===== src/rtl/regfile_pc.sv =====
`default_nettype none
// ============================================================================
// Module      : regfile_pc
// Description : Register bank with one synchronous write port, two
//               combinational read ports and a built-in program counter
//               register (PC_IDX) supporting increment, jump and linked
//               jump (return address saved into LINK_IDX).
// Revision    : 1.0 - initial release
// ============================================================================
module regfile_pc #(
    parameter int WIDTH    = 16,
    parameter int NREGS    = 8,
    parameter int AW       = 3,
    parameter int PC_IDX   = 7,
    parameter int LINK_IDX = 6,
    parameter int GP_RESET = 0,
    parameter int PC_RESET = 0
) (
    input  logic             Clock,
    input  logic             Clear,
    input  logic             WrEn,
    input  logic [AW-1:0]    WrAddr,
    input  logic [WIDTH-1:0] WrData,
    input  logic [AW-1:0]    RdAddrA,
    output logic [WIDTH-1:0] RdDataA,
    input  logic [AW-1:0]    RdAddrB,
    output logic [WIDTH-1:0] RdDataB,
    input  logic             PcInc,
    input  logic             PcLoad,
    input  logic [WIDTH-1:0] PcTarget,
    input  logic             LinkEn,
    output logic [WIDTH-1:0] Pc
);

    localparam logic [WIDTH-1:0] c_gp_reset = WIDTH'(GP_RESET);
    localparam logic [WIDTH-1:0] c_pc_reset = WIDTH'(PC_RESET);
    localparam logic [WIDTH-1:0] c_one      = {{(WIDTH-1){1'b0}}, 1'b1};
    localparam logic [AW-1:0]    c_pc_addr  = AW'(PC_IDX);

    logic [WIDTH-1:0] r_regs [NREGS];
    logic [WIDTH-1:0] w_next [NREGS];
    logic [WIDTH-1:0] w_pc_plus1;
    logic             w_link;
    logic             w_wr_pc;

    // PC+1 wraps naturally modulo 2^WIDTH; also the return address
    assign w_pc_plus1 = r_regs[PC_IDX] + c_one;
    assign w_link     = PcLoad & LinkEn;
    assign w_wr_pc    = WrEn && (WrAddr == c_pc_addr);

    // Next-state for every register: plain write first, then the link
    // overrides a colliding write, then PC priority (explicit write wins
    // over jump, jump over increment).
    always_comb begin
        for (int i = 0; i < NREGS; i++) begin
            w_next[i] = r_regs[i];
            if (WrEn && (WrAddr == AW'(i))) begin
                w_next[i] = WrData;
            end
        end
        if (w_link) begin
            w_next[LINK_IDX] = w_pc_plus1;
        end
        if (!w_wr_pc) begin
            if (PcLoad) begin
                w_next[PC_IDX] = PcTarget;
            end else if (PcInc) begin
                w_next[PC_IDX] = w_pc_plus1;
            end
        end
    end

    // Register storage with asynchronous clear
    always_ff @(posedge Clock or posedge Clear) begin
        if (Clear) begin
            for (int i = 0; i < NREGS; i++) begin
                r_regs[i] <= (i == PC_IDX) ? c_pc_reset : c_gp_reset;
            end
        end else begin
            for (int i = 0; i < NREGS; i++) begin
                r_regs[i] <= w_next[i];
            end
        end
    end

    // Reads show stored contents only; no write bypass
    assign RdDataA = r_regs[RdAddrA];
    assign RdDataB = r_regs[RdAddrB];
    assign Pc      = r_regs[PC_IDX];

endmodule
`default_nettype wire


===== config.mk =====
export PLATFORM = sky130hd
export DESIGN_NAME = regfile_pc
export DESIGN_NICKNAME = d
export VERILOG_FILES = /design/src/rtl/regfile_pc.sv
export SDC_FILE = /design/constraint.sdc
export NUM_CORES = 1
export LEC_CHECK = 0
export CORE_AREA = 2 2 143 145
export DETAILED_ROUTE_END_ITERATION = 10
export DIE_AREA = 0 0 145 147
export GPL_ROUTABILITY_DRIVEN = 0
export PLACE_DENSITY = 0.7
export SYNTH_ARGS = -nofsm -noshare
export SYNTH_HDL_FRONTEND = slang
export SYNTH_SLANG_ARGS = --single-unit

===== constraint.sdc =====
create_clock -name Clock -period 10.6 [get_ports Clock]
set_input_delay 2.12 -clock Clock [delete_from_list [all_inputs] [get_ports Clock]]
set_output_delay 2.12 -clock Clock [all_outputs]
set_load 0.01 [all_outputs]

==> reports/results.ini <==
[placed_design]
dp_hpwl_um = 13700
portBuffers = 94
dpl_worst_slack_ps = 4040
dpl-instance-area_um2 = 8700

[final_layout]
drive_above_1_share = 0.377
fin_util = 0.469
final_area_um2 = 9320
synthToLayoutAreaGrowth_pct = 20.0
num-nets-final = 691
num_antenna_cells = 0

[synth]
syn_area_per_cell_um2 = 13.1
synth.area.top_cells = dfrtp_1 (41%), mux2_2 (20%), mux4_2 (19%)
synthTopCellsByCount = mux2_2 (138), dfrtp_1 (128), mux4_2 (64)
yosysTopAreaCellShare = 0.413
synth_cells = 591
async_flop_share = 1.00
ys_warn_count = 0
yosys.area.top_type = dfrtp_1
synthMostInstantiatedCell = mux2_2
ys_seq_area_frac = 0.413
synth_edf_count = 0
synth-seq-cells = 128
synth_cell_types = 42
netlist_area_um2 = 7760
synth.net_count = 639
synth_flop_cell = dfrtp_1

[floorplanning]
die_w_um = 145
start_util = 0.391
rows = 52
core_area_um2 = 19800
chipHeight_um = 147
ios = 95
dieArea_um2 = 21300

[critical_path]
timing.rr.end = Pc[12]
crit_chain = clkdlybuf4s50_1 -> buf_4 -> mux4_2 -> mux2_2 -> clkdlybuf4s50_1
cp-start-kind = primary input
max_stage_delay_ps = 580
crit_family = buffers and inverters
r2r_slack_ps = 8240
crit_type = in -> out
path_depth = 5
r2r_cells = 5
endpoint_kind = primary output
r2r_start = Pc[0]
crit_fanout = 32
crit_required_ps = 8480
critical_path.most_common_cell = clkdlybuf4s50_1
cpMaxStageDelayCell = mux4_2
worst-path-buf-inv = 3
arrival_ps = 4420

[grt]
grt_first_pass_wirelength_um = 33000
antenna_found_initial = 0
grt_start_max_net_pins = 67
grt-ovfl-total = 0
grt_pass1_vias = 5829
track_usage = 0.202

[routing]
drt-initial-drc-count = 291
dr.pass1.iters = 5
avgViaCountPerCell = 5.76
vias = 5335
wl_um = 20700
ant_nets = 0
wire_per_inst_um = 22.3
drc = 0

[sta]
slew_viol_final = 0
fmax_mhz = 153
skew_ps = 7.47
worst_pin_slew_ps = 1260
slew_headroom = 0.156
hold_viol_final = 0
layout_setup_ws_ps = 4060
setup_violations = 0
period_minus_slack_ps = 6540
rsz0062_at_grt = false
period_share = 0.617
fin_tns_setup_ps = 0

[run_status]
status = finished, final reports clean

[min_path]
hold_path.class = reg -> reg
worstHoldPathCells = 1
hp-start = r_regs[82]
min_to = r_regs[82]

[job]
cap_violations = 0

[cts]
cts_tree = built
cts_root_buffer = clkbuf_16
htree_levels = 4
post-cts-setup-buffers = 0
path_clk_slew_ps = 60
post_cts_resized = 0
clock_sinks = 128
insertion_delay_ps = 420
cts.hold.buffers_added = 0
cts.path.max_buffers = 2
cts_buffers = 17

[pwr]
p_leak_uw = 0.00361
power_density_nw_per_um2 = 188
peakVddDrop_v = 0.0000986
power.total_uw = 1750

sequential cells by signal, indices dropped and copies added, names as in the netlist:
signal,count
r_regs,112
Pc,16
power by group:
part           leakage [µW]  total (µW)  internal (µW)  switching (µW)
combinational       0.00178         457            289             168
clock              0.000303         608            394             214
sequential          0.00153         683            590            93.2
metrics by stage:
stage	instances	hold slack (ps)
floorplan	591	491
global placement	894	499
detailed placement	894	509
CTS	926	522
global route	926	532
finish	926	524
metal layers:
layer | vias to the layer above | GRT usage | share of wire | routed length, µm
met1 | 2799 | 0.270 | 0.45 | 9300
met4 | 0 | 0.0703 | 0.020 | 422
met3 | 28 | 0.0457 | 0.050 | 1030
met5 | - | 0 | 0 | 0
met2 | 175 | 0.326 | 0.48 | 9950
li1 | 2333 | - | - | -
kinds of logic (layout without fill, tap and decap cells):
logic type               after synthesis  after routing  share of synthesized area
AO/OA/AOI/OAI                         43             43                     0.0313
AND/OR/NAND/NOR                      117            117                     0.0825
multiplexers                         215            215                      0.403
buffers and inverters                 70            135                     0.0501
flip-flops                           128            128                      0.413
XOR/XNOR                              17             17                     0.0192
adder cells (fa/ha/maj)                1              1                    0.00161
area by class of cell:
cell class	instances	area, µm²
fillers	1762	10500
clock inverters	9	130
clock buffers	23	488
repair buffers	99	968
flip-flops and latches	128	3200
well taps	270	338
inverters	4	17.5
multi-input cells	393	4170
worst max path at each step:
stage | end | slack (ps) | startpoint
after floorplan | Pc[0] | 5070 | Clear
after detailed placement | RdDataB[9] | 4040 | RdAddrB[0]
after CTS | RdDataB[7] | 4030 | RdAddrB[0]
after global placement | RdDataB[11] | 4050 | RdAddrB[1]
after global routing | RdDataA[7] | 3950 | RdAddrA[0]
final | RdDataA[11] | 4060 | RdAddrA[1]
cells in the final DEF, fill, tap and decap left out, types with 4 or more instances in the layout:
cell,Yosys,layout
mux4_2,64,64
nand3_1,16,16
nor2_1,11,11
nand4_1,6,6
o21ai_0,27,27
clkdlybuf4s50_1,0,92
dfrtp_1,128,128
or3_1,4,4
nor3_1,12,12
mux2_2,138,138
buf_4,22,5
nor4_1,11,11
nand2_1,34,34
clkbuf_16,0,17
clkbuf_8,0,4
mux2i_1,13,13
a21oi_1,5,5
xnor2_1,15,15
(Power assumes the default switching activity.)
